<file path="src/rtl/shared_mem_arbiter.sv">
// Round-robin arbiter serializing per-thread LSU requests onto the single-ported synchronous scratchpad.
// Optional macro SMEM_ARB_BROADCAST_EN: one scratchpad read answers every thread reading the winner's address.
module shared_mem_arbiter #(
    parameter int THREADS_PER_BLOCK = 4,
    parameter int ADDR_BITS         = 8,
    parameter int DATA_BITS         = 8
) (
    input  logic                                   clk,
    input  logic                                   reset,
    input  logic [THREADS_PER_BLOCK-1:0]           req_valid,
    input  logic [THREADS_PER_BLOCK-1:0]           req_write,
    input  logic [THREADS_PER_BLOCK*ADDR_BITS-1:0] req_addr,
    input  logic [THREADS_PER_BLOCK*DATA_BITS-1:0] req_wdata,
    output logic [THREADS_PER_BLOCK-1:0]           resp_valid,
    output logic [THREADS_PER_BLOCK*DATA_BITS-1:0] resp_rdata,
    output logic                                   mem_read_enable,
    output logic [ADDR_BITS-1:0]                   mem_read_addr,
    input  logic [DATA_BITS-1:0]                   mem_read_data,
    output logic                                   mem_write_enable,
    output logic [ADDR_BITS-1:0]                   mem_write_addr,
    output logic [DATA_BITS-1:0]                   mem_write_data
);
    localparam int T  = THREADS_PER_BLOCK;
    localparam int A  = ADDR_BITS;
    localparam int D  = DATA_BITS;
    localparam int PW = (T > 1) ? $clog2(T) : 1;

    typedef enum logic [1:0] {IDLE, ISSUE, WAIT, DONE} state_t;

    state_t        r_state;
    logic [PW-1:0] r_rr_ptr;
    logic [PW-1:0] r_grant;
    logic [T-1:0]  r_mask;
    logic [T-1:0]  r_resp_valid;
    logic          r_re;
    logic          r_we;
    logic [A-1:0]  r_rd_addr;
    logic [A-1:0]  r_wr_addr;
    logic [D-1:0]  r_wr_data;

    logic [PW-1:0] w_scan_idx [T];
    logic          w_found;
    logic [PW-1:0] w_winner;
    logic [A-1:0]  w_win_addr;
    logic [D-1:0]  w_win_wdata;
    logic          w_win_write;
    logic [T-1:0]  w_onehot;
    logic [T-1:0]  w_mask;

    genvar gi;
    generate
        for (gi = 0; gi < T; gi++) begin : g_lane
            logic [D-1:0] r_rdata;

            // Scan order starts at the round-robin pointer; T is a power of two so the add wraps.
            assign w_scan_idx[gi] = r_rr_ptr + PW'(gi);

            always_ff @(posedge clk) begin
                if (reset) begin
                    r_rdata <= '0;
                end else if (r_state == WAIT && r_mask[gi]) begin
                    r_rdata <= mem_read_data;
                end
            end

            assign resp_rdata[gi*D +: D] = r_rdata;
        end
    endgenerate

    always_comb begin
        w_found  = 1'b0;
        w_winner = '0;
        for (int k = 0; k < T; k++) begin
            if (!w_found && req_valid[w_scan_idx[k]]) begin
                w_found  = 1'b1;
                w_winner = w_scan_idx[k];
            end
        end
    end

    assign w_win_addr  = req_addr[w_winner*A +: A];
    assign w_win_wdata = req_wdata[w_winner*D +: D];
    assign w_win_write = req_write[w_winner];
    assign w_onehot    = T'(1) << w_winner;

`ifdef SMEM_ARB_BROADCAST_EN
    logic [T-1:0] w_addr_match;

    generate
        for (gi = 0; gi < T; gi++) begin : g_match
            assign w_addr_match[gi] = (req_addr[gi*A +: A] == w_win_addr);
        end
    endgenerate

    // Writes are never merged; a read picks up every reader of the same address.
    assign w_mask = w_win_write ? w_onehot : (req_valid & ~req_write & w_addr_match);
`else
    assign w_mask = w_onehot;
`endif

    always_ff @(posedge clk) begin
        if (reset) begin
            r_state      <= IDLE;
            r_rr_ptr     <= '0;
            r_grant      <= '0;
            r_mask       <= '0;
            r_resp_valid <= '0;
            r_re         <= 1'b0;
            r_we         <= 1'b0;
            r_rd_addr    <= '0;
            r_wr_addr    <= '0;
            r_wr_data    <= '0;
        end else begin
            r_resp_valid <= '0;
            case (r_state)
                IDLE: begin
                    if (w_found) begin
                        r_grant   <= w_winner;
                        r_mask    <= w_mask;
                        r_rd_addr <= w_win_addr;
                        r_wr_addr <= w_win_addr;
                        r_wr_data <= w_win_wdata;
                        r_we      <= w_win_write;
                        r_re      <= ~w_win_write;
                        r_state   <= ISSUE;
                    end
                end
                ISSUE: begin
                    r_we <= 1'b0;
                    r_re <= 1'b0;
                    // r_we is still high here exactly when the granted access is a write.
                    if (r_we) begin
                        r_resp_valid <= r_mask;
                        r_state      <= DONE;
                    end else begin
                        r_state <= WAIT;
                    end
                end
                WAIT: begin
                    r_resp_valid <= r_mask;
                    r_state      <= DONE;
                end
                DONE: begin
                    r_rr_ptr <= r_grant + PW'(1);
                    r_state  <= IDLE;
                end
                default: r_state <= IDLE;
            endcase
        end
    end

    assign resp_valid       = r_resp_valid;
    assign mem_read_enable  = r_re;
    assign mem_read_addr    = r_rd_addr;
    assign mem_write_enable = r_we;
    assign mem_write_addr   = r_wr_addr;
    assign mem_write_data   = r_wr_data;

endmodule

</file>
<file path="config.mk">
export PLATFORM = sky130hd
export DESIGN_NAME = shared_mem_arbiter
export DESIGN_NICKNAME = d
export VERILOG_FILES = /design/src/rtl/shared_mem_arbiter.sv
export SDC_FILE = /design/constraint.sdc
export NUM_CORES = 1
export LEC_CHECK = 0
export ABC_CLOCK_PERIOD_IN_PS = 4600
export CORE_ASPECT_RATIO = 0.8
export CORE_MARGIN = 5
export CORE_UTILIZATION = 45
export CTS_BUF_LIST = sky130_fd_sc_hd__clkbuf_4 sky130_fd_sc_hd__clkbuf_8 sky130_fd_sc_hd__clkbuf_16
export CTS_CLUSTER_SIZE = 20
export DETAILED_ROUTE_END_ITERATION = 8
export GPL_TIMING_DRIVEN = 1
export PLACE_DENSITY = 0.92
export SYNTH_ARGS = -nofsm -noshare
export SYNTH_HDL_FRONTEND = slang
export SYNTH_SLANG_ARGS = --single-unit
</file>
<file path="constraint.sdc">
create_clock -name clk -period 4.6 [get_ports clk]
set_input_delay 0.69 -clock clk [delete_from_list [all_inputs] [get_ports clk]]
set_output_delay 0.69 -clock clk [all_outputs]
set_load 0.1 [all_outputs]
</file>
---- Word-level counts from Yosys, hierarchy flattened ----
Cells that the tools add are included.
storage, ports and cells
  output and inout bits ................... 62
  bits in registers ....................... 64
  logic and storage cells ................. 71
  input port bits ......................... 82
operators by class
  magnitude comparators ................... 5
  equality and inequality tests ........... 4
  shifts and indexed selects .............. 3
  mux-type cells .......................... 27
  $add $sub $neg .......................... 4
  bitwise operators ....................... 1
  reductions and logical operators ........ 14
operators by type and width
  operator                                                                      number
  32-bit by 6-bit indexed part select with 8-bit output                         2
  2-bit by 3-bit less-than comparator with 1-bit output, second input constant  5
  1-bit 2-to-1 mux                                                              12
  1-bit binary-select mux with 2-bit select                                     5
  2-bit 2-to-1 mux                                                              5
  2-bit one-hot mux with 4 select lines                                         1
  4-bit one-hot mux with 2 select lines                                         1
  1-bit logical AND                                                             7
  2-bit by 1-bit adder with 2-bit output, second input constant                 2
  2-bit adder, second input constant                                            2
  2-bit equality test, second input constant                                    2
  4-bit 2-to-1 mux                                                              1
  1-bit one-hot mux with 2 select lines                                         2
  2-bit AND reduction                                                           2
  1-bit by 2-bit << shifter with 4-bit output, first input constant             1
  1-bit zero test                                                               3
  2-bit by 1-bit equality test with 1-bit output, second input constant         1
  2-bit zero test                                                               1
  2-bit inequality test, second input constant                                  1
  2-bit nonzero test                                                            1
  1-bit NOT                                                                     1

---- Depth between registers and ports, before layout ----
Gate-level depths: netlist of the first run.
  word-level depth ........................ 17
  mapped depth ............................ 7
  mapped depth without buffers ............ 7

---- Worst setup path after synthesis of the first run ----
Ideal clock, no wire load.
  path kind ............................... input port to flip-flop
  start ................................... input req_valid[1]
  end ..................................... register r_we, in the netlist mem_write_enable
  buffers on the path ..................... 1
  slack ................................... 2.496 ns
  setup time .............................. 0.122 ns
  required time ........................... 4.478 ns
  stages on the path ...................... 6
  data arrival time ....................... 1.982 ns
  path through ............................ buf_6 -> nor2b_4 -> nor2_4 -> o221ai_4 -> mux2_4 -> a221o_1
on the way
  cells in the longest elaborated chain, start to end .. 16
  elaborated cells on any way between the ends .. 28
  classes of those cells .................. eq/ne: 1; mux: 20; reduce/logical: 7
RTL lines
  what                                       line  source
  from (decl)                                10    input logic [THREADS_PER_BLOCK-1:0] req_valid,
  1-bit binary-select mux with 2-bit select  74    if (!w_found && req_valid[w_scan_idx[k]]) begin
  1-bit 2-to-1 mux (implied by the code)     74
  1-bit 2-to-1 mux                           74
  1-bit zero test                            74
  1-bit logical AND                          74
  1-bit 2-to-1 mux                           74
  1-bit zero test                            74
  1-bit logical AND                          74
  1-bit 2-to-1 mux                           74
  1-bit zero test                            74
  1-bit logical AND                          74
  2-bit 2-to-1 mux                           74
  1-bit binary-select mux with 2-bit select  83    assign w_win_write = req_write[w_winner];
  1-bit 2-to-1 mux (implied by the code)     83
  1-bit 2-to-1 mux                           117   if (w_found) begin
  1-bit one-hot mux with 2 select lines      115   case (r_state)
  to (signal assigned)                       123   r_we <= w_win_write;
  to (decl)                                  36    logic r_we;
Parallel ways exist; a longest one is shown, timed or not. The select of a mux whose other input is x is not followed.
A chain may end at the register's enable or synchronous reset.

---- Final worst setup path of the first run ----
  start ................................... input req_valid[1]
  end ..................................... register r_wr_addr[2], in the netlist mem_write_addr[2]
on the way
  cells in the longest elaborated chain, start to end .. 13
  elaborated cells on any way between the ends .. 24
  classes of those cells .................. shift: 1; mux: 16; reduce/logical: 7
RTL lines
  what                                                                                          line  source
  1-bit binary-select mux with 2-bit select                                                     74
  1-bit 2-to-1 mux (implied by the code)                                                        74
  1-bit 2-to-1 mux                                                                              74
  1-bit zero test                                                                               74
  1-bit logical AND                                                                             74
  1-bit 2-to-1 mux                                                                              74
  1-bit zero test                                                                               74
  1-bit logical AND                                                                             74
  1-bit 2-to-1 mux                                                                              74
  1-bit zero test                                                                               74
  1-bit logical AND                                                                             74
  2-bit 2-to-1 mux or 1-bit 2-to-1 mux (tied branches)                                          74
  32-bit by 6-bit indexed part select with 8-bit output or 2-bit AND reduction (tied branches)  -
  to (signal assigned)                                                                          121   r_wr_addr <= w_win_addr;
  to (decl)                                                                                     38    logic [A-1:0] r_wr_addr;
Parallel ways exist; a longest one is shown, timed or not. The select of a mux whose other input is x is not followed.

==> results_dict.tcl, run 1 <==
set metrics [dict create \
    netlist_area_um2 3130 \
    postRouteAntennaNets 0 \
    die_h_um 84.6 \
    setup_tns_ns 0 \
    firstDrtPassIters 4 \
    place_hpwl_mm 7.29 \
    status "completed" \
    rsz0062_at_grt "false" \
    grt_pass1_wl_mm 15.4 \
    fin_crit_ns 2.91 \
    max_freq_mhz 343 \
    hold_path_class "reg -> reg" \
    ys.flop_type "dfxtp_1" \
    clock-root-buffer "clkbuf_8" \
    total_power_mw 2.92 \
    htree_num_levels 3 \
    p_leak_nw 1.76 \
    grt_pass1_vias 3049 \
    grt_max_degree 46 \
    cp.arrival_ns 3.11 \
    period_share 0.633 \
    path_buf_inv 2 \
    diodes 0 \
    start_kind "primary input" \
    holdWs_ns 0.460 \
    max-slew-margin-rel 0.318 \
    drt-total-wl_mm 9.57 \
    clk_latency_ns 0.33 \
    synth_area_leaders "dfxtp_1, mux2i_1, nand2_1, a21oi_1, nand3_1" \
    die_x_um 103 \
    antenna_found_initial 0 \
    synth_edf_count 0 \
    cellPowerDensity_nw_per_um2 617 \
    worstMarginPinSlew_ns 1.02 \
    drc 0 \
    yosysTopAreaCellShare 0.410 \
    final_net_count 553 \
    clock-sinks 64 \
    slew_viol_final 0 \
    port_buffers 143 \
    routedWlPerCell_um 17.1 \
    drt_iter0_drc 157 \
    cts_resized 0 \
    setup_viol 0 \
    start_util 0.458 \
    coreArea_um2 6820 \
    yosysSeqAreaShare 0.410 \
    cts_buffers 9 \
    ys_warn_count 0 \
    clock_path_buffers 2 \
    fin_skew_ns 0.00608 \
    dp_slack_ns 1.33 \
    syn_nets 425 \
    clkTransAtPathRegs_ns 0.07 \
    syn2layout_area_growth_pct 51.3 \
    crit_family "buffers and inverters" \
    path_max_fanout 18 \
    ir_drop_mv 0.454 \
    dp.cells 542 \
    critPathCaptureType "flop" \
    drive_gt1_frac 0.0998 \
    vias_per_cell 5.32 \
    max_stage_delay_ns 0.63 \
    avgSynthCellArea_um2 9.25 \
    setup_ws_ns 1.69 \
    hold_buffers 0 \
    io_pins 144 \
    hold_viol_final 0 \
    grt_usage 0.225 \
    gp_congestion 0.862 \
    worst-setup-path-type "in -> reg" \
    cts_tree "yes" \
    crit_slowest_cell "o221ai_4" \
    synth_cells 338 \
    ys_ff_latch 64 \
    dr_total_vias 2966 \
    synth_largest_area_cell "dfxtp_1" \
    async_reset_ff_frac 0 \
    num-fill-cells 511 \
    max_cap_viol_count 0 \
    postCtsSetupBuffers 0 \
    synth_cell_type_count 43 \
    path_cells "clkdlybuf4s50_1, nor2b_4, nor2_4, o221ai_4, buf_4, mux2i_1, o221ai_2" \
    dieArea_um2 8730 \
    required_ns 4.80 \
    layoutNonFillerInstCount 558 \
    fp-row-count 27 \
    grt_overflow 0 \
]
## cells in the mapped netlist, types with 2 or more instances
master	instances
buf_8	3
clkbuf_1	10
o221ai_2	11
buf_4	11
o221ai_1	6
inv_1	3
nor2_1	6
a21oi_1	42
mux2i_1	33
buf_1	3
nor2_4	2
nand3_1	35
and2_1	5
nor2b_4	2
o21ai_4	2
or2_2	2
dfxtp_1	64
ha_1	5
mux2_4	2
nand2_1	66
nor2b_1	3
## worst min-delay path: stages, from the launching register on
cell and delay [ns]:
dfxtp_1 0.31, nand2_1 0.05, a21oi_1 0.05
## power by group
part	switching, mW	internal [mW]	leakage, nW
sequential	0.108	0.660	0.521
clock	0.210	0.342	0.116
combinational	1.16	0.446	1.13
## area by class of cell
type / count / area [µm²] / share of cell area
clock buffers: 12 / 159 / 0.0336
inverters: 3 / 11.3 / 0.00238
repair buffers: 146 / 1450 / 0.307
flip-flops and latches: 64 / 1280 / 0.271
well taps: 87 / 109 / 0.0230
clock inverters: 4 / 76.3 / 0.0161
multi-input cells: 242 / 1640 / 0.347
## flip-flops by register name, summed over array words and instances, names as in the netlist
register and flops:
g_lane.r_rdata 32, mem_write_addr 8, mem_write_data 8, r_mask 4, resp_valid 4, r_grant 2
r_rr_ptr 2, r_state 2, mem_read_enable 1, mem_write_enable 1
## cells in the final DEF (no fill, tap or decap), types with 2 or more instances in the layout
cell             instances
or2_2                    2
nor2b_4                  2
a21oi_1                 42
nor2_4                   2
dfxtp_1                 64
nor2_1                   6
ha_1                     5
clkdlybuf4s50_1        143
bufinv_16                2
nand2_1                 66
o221ai_1                 6
mux2_4                   2
buf_4                    3
nor2b_1                  3
nand3_1                 35
o221ai_2                11
inv_1                    3
mux2i_1                 33
clkbuf_8                11
o21ai_4                  2
and2_1                   5
## through the flow
stage	cell area (µm²)	util
global route	4730	0.694
detailed placement	4500	0.659
global placement	4500	0.659
floorplan	3130	-
CTS	4730	0.694
finish	4730	0.694
## routing by layer
layer	share of wire	GRT usage	up-vias	wire length [µm]
met5	0	0	-	0
met4	0.029	0.0847	0	279
met3	0.058	0.0615	22	555
met2	0.52	0.382	104	5010
met1	0.39	0.269	1394	3720
li1	-	-	1446	-
## path summary, 6_finish.rpt
check                        from                   end  slack (ns)  depth (start not counted)
min          g_lane[0].r_rdata[3]  g_lane[0].r_rdata[3]        0.46                          2
max                  req_valid[1]     mem_write_addr[2]        1.69                          7
min reg2reg  g_lane[0].r_rdata[3]  g_lane[0].r_rdata[3]        0.46                          2
max reg2reg            r_state[0]       mem_read_enable        2.25                          7
## cells by family after synthesis
kind of cell | after synthesis | synth area share
muxes | 35 | 0.115
DFF | 64 | 0.410
adders and majority gates | 5 | 0.0200
buffers and inverters | 32 | 0.0652
and+or+nand+nor | 129 | 0.198
AOI/OAI and AO/OA | 72 | 0.190
xor gates and xnor gates | 1 | 0.00280
No activity file was read; power rests on OpenSTA's default activity.
==> run 2: changes to the inputs <==
Settings changed: ABC_CLOCK_PERIOD_IN_PS 4600 to 2700, CORE_UTILIZATION 45 to 42, PLACE_DENSITY 0.92 to 0.87.
Clock period 4.6 ns to 2.7 ns, I/O delays scaled along.
==> run 2 against run 1 <==
Combinational power increased by 69%. Largest power group unchanged. Core utilization decreased by 6.6 points. Critical path type unchanged. Critical path depth unchanged. Clock power increased by 51%. Clock skew increased by 0.0023 ns. Power increased by 66%. Sequential power increased by 71%. Routed wire length about the same. Count of clock-buffer cells in the layout decreased by 1.
==> results_dict.tcl, run 2 (synthesis gave the netlist of run 1 again) <==
set metrics [dict create \
    status "completed" \
    slew_viol_final 0 \
    p_sw_frac 0.522 \
    cts_resized 0 \
    setup_tns_ns 0 \
    p_leak_nw 1.90 \
    crit_start "req_valid[1]" \
    die_h_um 87.2 \
    hold_viol_final 0 \
    internal-power_mw 2.32 \
    cp.arrival_ns 2.41 \
    layout_common_cells "clkdlybuf4s50_1, buf_4, nand2_1, dfxtp_1, a21oi_1" \
    worstMarginPinSlew_ns 0.690 \
    largest-register "g_lane.r_rdata" \
    switchingPower_mw 2.54 \
    seqPwrFrac 0.269 \
    max_cap_viol_count 0 \
    dp_slack_ns 0.226 \
    coreArea_um2 7320 \
    hold_path_class "reg -> reg" \
    clock_path_buffers 2 \
    setup_viol 0 \
    clock-sinks 64 \
    power_frac_clock 0.171 \
    drc 0 \
    crit_slowest_cell "clkdlybuf4s50_1" \
    period_share 0.794 \
    cts_tree "yes" \
    die_x_um 106 \
    setup_ws_ns 0.556 \
    syn2layout_area_growth_pct 47.0 \
    hold_buffers 0 \
    antenna_found_initial 0 \
    diodes 0 \
    grt_overflow 0 \
    hp-start "g_lane[1].r_rdata[2]" \
    fin_crit_ns 2.14 \
    postRouteAntennaNets 0 \
    path_cells "clkdlybuf4s50_1, buf_4, nor4_1, nor2b_1, nor2_4, nand2_1, o221ai_2" \
    max_stage_delay_ns 0.52 \
    max-slew-margin-rel 0.540 \
    path_max_fanout 16 \
    critPathCaptureType "flop" \
    firstDrtPassIters 4 \
    rsz0062_at_grt "false" \
    ir_drop_mv 1.15 \
    vias_per_cell 5.23 \
    clock-root-buffer "clkbuf_8" \
    clk_latency_ns 0.34 \
    max_freq_mhz 467 \
    htree_num_levels 3 \
    io_pins 144 \
    routedWlPerCell_um 16.9 \
    start_util 0.427 \
    drt-total-wl_mm 9.57 \
    largest_reg_flops 32 \
    cts_buffers 9 \
    final_net_count 558 \
    fin_skew_ns 0.00837 \
    grt_usage 0.211 \
    num-fill-cells 604 \
    port_buffers 143 \
    dieArea_um2 9280 \
    fp-row-count 28 \
    cellPowerDensity_nw_per_um2 1060 \
    required_ns 2.97 \
    grt_pass1_vias 3015 \
    start_kind "primary input" \
    mostFrequentLayoutCell "clkdlybuf4s50_1" \
    drive_gt1_frac 0.239 \
    grt_max_degree 39 \
    r2r-start "r_state[0]" \
    drt_iter0_drc 143 \
    worst-setup-path-type "in -> reg" \
    postCtsSetupBuffers 0 \
    comb_power_share 0.559 \
    place_hpwl_mm 7.60 \
    clkTransAtPathRegs_ns 0.07 \
    grt_pass1_wl_mm 15.3 \
    gp_congestion 0.877 \
    dr_total_vias 2959 \
]
[run 2: cell types whose count changed in the layout (fill, tap and decap cells not counted), sizes merged]
cell | before | now
buf | 3 | 70
bufinv | 2 | 1
clkbuf | 12 | 11
clkdlybuf4s50 | 143 | 81
clkinv | 1 | 3
[run 2: per-stage QoR]
step | instances | util | cell area [µm²] | hold WS [ns] | total power [mW]
4_1_cts | 566 | 0.628 | 4600 | 0.463 | 4.88
3_3_place_gp | 550 | 0.600 | 4400 | 0.443 | 4.00
2_1_floorplan | 338 | - | 3130 | 0.449 | 3.49
6_report | 566 | 0.628 | 4600 | 0.460 | 4.85
3_5_place_dp | 550 | 0.600 | 4400 | 0.450 | 4.04
5_1_grt | 566 | 0.628 | 4600 | 0.474 | 5.07
[run 2: final timing paths]
kind	end	slack, ns	cells past startpoint
setup / recovery	mem_write_addr[6]	0.56	7
hold / removal	g_lane[1].r_rdata[2]	0.46	2
setup reg to reg	resp_valid[2]	0.86	5
hold reg to reg	g_lane[1].r_rdata[2]	0.46	2
[run 2: worst max-delay path: cells and delay by family]
| kind | cells | cell delay [ns] |
|---|---|---|
| simple gates | 4 | 1.19 |
| compound gates | 1 | 0.08 |
| buf+inv | 2 | 0.74 |
[run 2: cell type report]
type                       count  area (µm²)  area share
sequential                    64        1280       0.279
clock buffer                  11         145      0.0316
inverter                       3        11.3     0.00245
multi-input combinational    242        1640       0.357
timing repair buffer         151        1350       0.293
clock inverter                 5        56.3      0.0122
tap                           90         113      0.0245
[run 2: per-layer routing]
metal / wire length, µm / GRT usage
met3: 488 / 0.0534
met5: 0 / 0
met2: 5010 / 0.371
met4: 189 / 0.0813
met1: 3890 / 0.250
[run 2: power by group through the flow]
stage                     clock network (mW)  logic [mW]  registers [mW]
final                                  0.832        2.71            1.31
after global routing                   0.898        2.84            1.33
after CTS                              0.855        2.72            1.30
after detailed placement                   0        2.71            1.32
after global placement                     0        2.68            1.32
after floorplan                            0        1.28            2.21
==> run 3: changes to the inputs <==
Settings changed: ABC_CLOCK_PERIOD_IN_PS 2700 to 2100.
Clock period 2.7 ns to 2.1 ns, I/O delays scaled along.
==> run 3 against run 2 <==
First-iteration DRC count increased by 1.4%. Combinational power increased by 34%. Design area increased by 3.4%. Count of clock-buffer cells in the layout increased by 1. Power increased by 34%. Die area unchanged. Via count increased by 3.4%. Flip-flop and latch count unchanged. Clock skew increased by 0.0024 ns. Worst setup slack got worse by 0.35 ns. Non-clock buffer count increased by 16. Routed wire length increased by 4.1%. Largest cell class unchanged. Highest routed layer unchanged.
==> results_dict.tcl, run 3 (synthesis gave the netlist of run 1 again) <==
set metrics [dict create \
    clock-sinks 64 \
    hold_path_class "reg -> reg" \
    status "completed" \
    cts_buffers 9 \
    hold_buffers 0 \
    path_cells "clkdlybuf4s50_1, and2b_4, nor2_4, o221ai_4, buf_4, mux2i_1, o221ai_2" \
    rsz0062_at_grt "false" \
    path_buf_inv 2 \
    period_share 0.902 \
    comb_power_share 0.557 \
    drive_gt1_frac 0.263 \
    hold_viol_final 0 \
    ir_drop_mv 1.33 \
    cts_resized 0 \
    grt_pass1_vias 3132 \
    fin_crit_ns 1.90 \
    drt-total-wl_mm 9.96 \
    internal-power_mw 3.22 \
    clk_latency_ns 0.33 \
    multi_input_area_um2 1640 \
    max-slew-margin-rel 0.698 \
    max_stage_delay_ns 0.52 \
    drc 0 \
    final_net_count 574 \
    place_hpwl_mm 7.92 \
    setup_viol 0 \
    largest_reg_flops 32 \
    syn2layout_area_growth_pct 52.0 \
    clock_path_buffers 2 \
    worstMarginPinSlew_ns 0.453 \
    die_x_um 106 \
    path_max_fanout 14 \
    setup_tns_ns 0 \
    num-fill-cells 584 \
    postCtsSetupBuffers 0 \
    start_util 0.427 \
    grt_pass1_wl_mm 15.9 \
    power_frac_clock 0.184 \
    firstDrtPassIters 4 \
    layout_common_cells "buf_4, clkdlybuf4s50_1, nand2_1, dfxtp_1, a21oi_1" \
    holdWs_ns 0.458 \
    dieArea_um2 9280 \
    mostFrequentLayoutCell "buf_4" \
    clkTransAtPathRegs_ns 0.07 \
    drt_iter0_drc 145 \
    diodes 0 \
    htree_num_levels 3 \
    coreArea_um2 7320 \
    fin_area_um2 4750 \
    fp-row-count 28 \
    switchingPower_mw 3.28 \
    p_sw_frac 0.505 \
    antenna_found_initial 0 \
    cts_tree "yes" \
    worst-setup-path-type "in -> reg" \
    port_buffers 143 \
    total_power_mw 6.50 \
    max_cap_viol_count 0 \
    largest-register "g_lane.r_rdata" \
    grt_overflow 0 \
    required_ns 2.31 \
    cp.arrival_ns 2.11 \
    clock-root-buffer "clkbuf_8" \
    hp-start "g_lane[2].r_rdata[1]" \
    routedWlPerCell_um 17.1 \
    grt_usage 0.219 \
    dpl_cell_area_um2 4530 \
    critPathCaptureType "flop" \
    crit_family "buffers and inverters" \
    max_freq_mhz 528 \
    p_leak_nw 1.99 \
    slew_viol_final 0 \
    vias_per_cell 5.27 \
    die_h_um 87.2 \
    start_kind "primary input" \
    dr_total_vias 3061 \
    gp_congestion 0.863 \
    fin_skew_ns 0.0108 \
    r2r-start "r_rr_ptr[0]" \
    postRouteAntennaNets 0 \
    io_pins 144 \
    cellPowerDensity_nw_per_um2 1370 \
    grt_max_degree 33 \
    crit_start "req_valid[0]" \
    seqPwrFrac 0.258 \
    crit_slowest_cell "clkdlybuf4s50_1" \
    ff_latch_area_um2 1280 \
]
run 3: power groups by stage:
| stage | combinational (mW) | clock [mW] | sequential (mW) |
|---|---|---|---|
| after detailed placement | 3.62 | 0 | 1.70 |
| after global placement | 3.55 | 0 | 1.69 |
| final | 3.62 | 1.20 | 1.68 |
| after floorplan | 1.64 | 0 | 2.84 |
| after CTS | 3.63 | 1.23 | 1.68 |
| after global routing | 3.78 | 1.28 | 1.72 |
run 3: final timing paths:
kind         cells past startpoint                   end  slack, ns
min reg2reg                      2  g_lane[2].r_rdata[1]       0.46
max                              7     mem_write_data[5]       0.20
max reg2reg                      6     mem_write_data[5]       0.28
min                              2  g_lane[2].r_rdata[1]       0.46
run 3: layout make-up:
| cell class | instances | share of cell area |
|---|---|---|
| inverter | 3 | 0.00237 |
| clock buffer | 12 | 0.0334 |
| sequential | 64 | 0.270 |
| tap | 90 | 0.0237 |
| multi-input combinational | 242 | 0.346 |
| clock inverter | 3 | 0.0137 |
| timing repair buffer | 167 | 0.312 |
run 3: per-layer routing:
metal / GRT usage / wire length (µm) / vias to the layer above / part of all wire
met3: 0.0586 / 503 / 23 / 0.050
met4: 0.0801 / 223 / 0 / 0.022
li1: - / - / 1495 / -
met2: 0.384 / 5260 / 87 / 0.53
met1: 0.259 / 3980 / 1456 / 0.40
met5: 0 / 0 / - / 0
run 3: worst reg2reg max path, cell delays in order (launching register included):
cell      delay [ns]
dfxtp_1         0.35
and2b_4         0.28
nor2_4          0.05
o221ai_4        0.30
buf_4           0.33
mux2i_1         0.28
o221ai_2        0.12
run 3: metrics by stage:
stage | std cells | setup WS (ns) | utilization
final | 581 | 0.205 | 0.649
after global routing | 581 | 0.108 | 0.649
after CTS | 581 | 0.202 | 0.649
after detailed placement | 566 | -0.133 | 0.619
after global placement | 566 | -0.0157 | 0.619
after floorplan | 338 | 0.371 | -
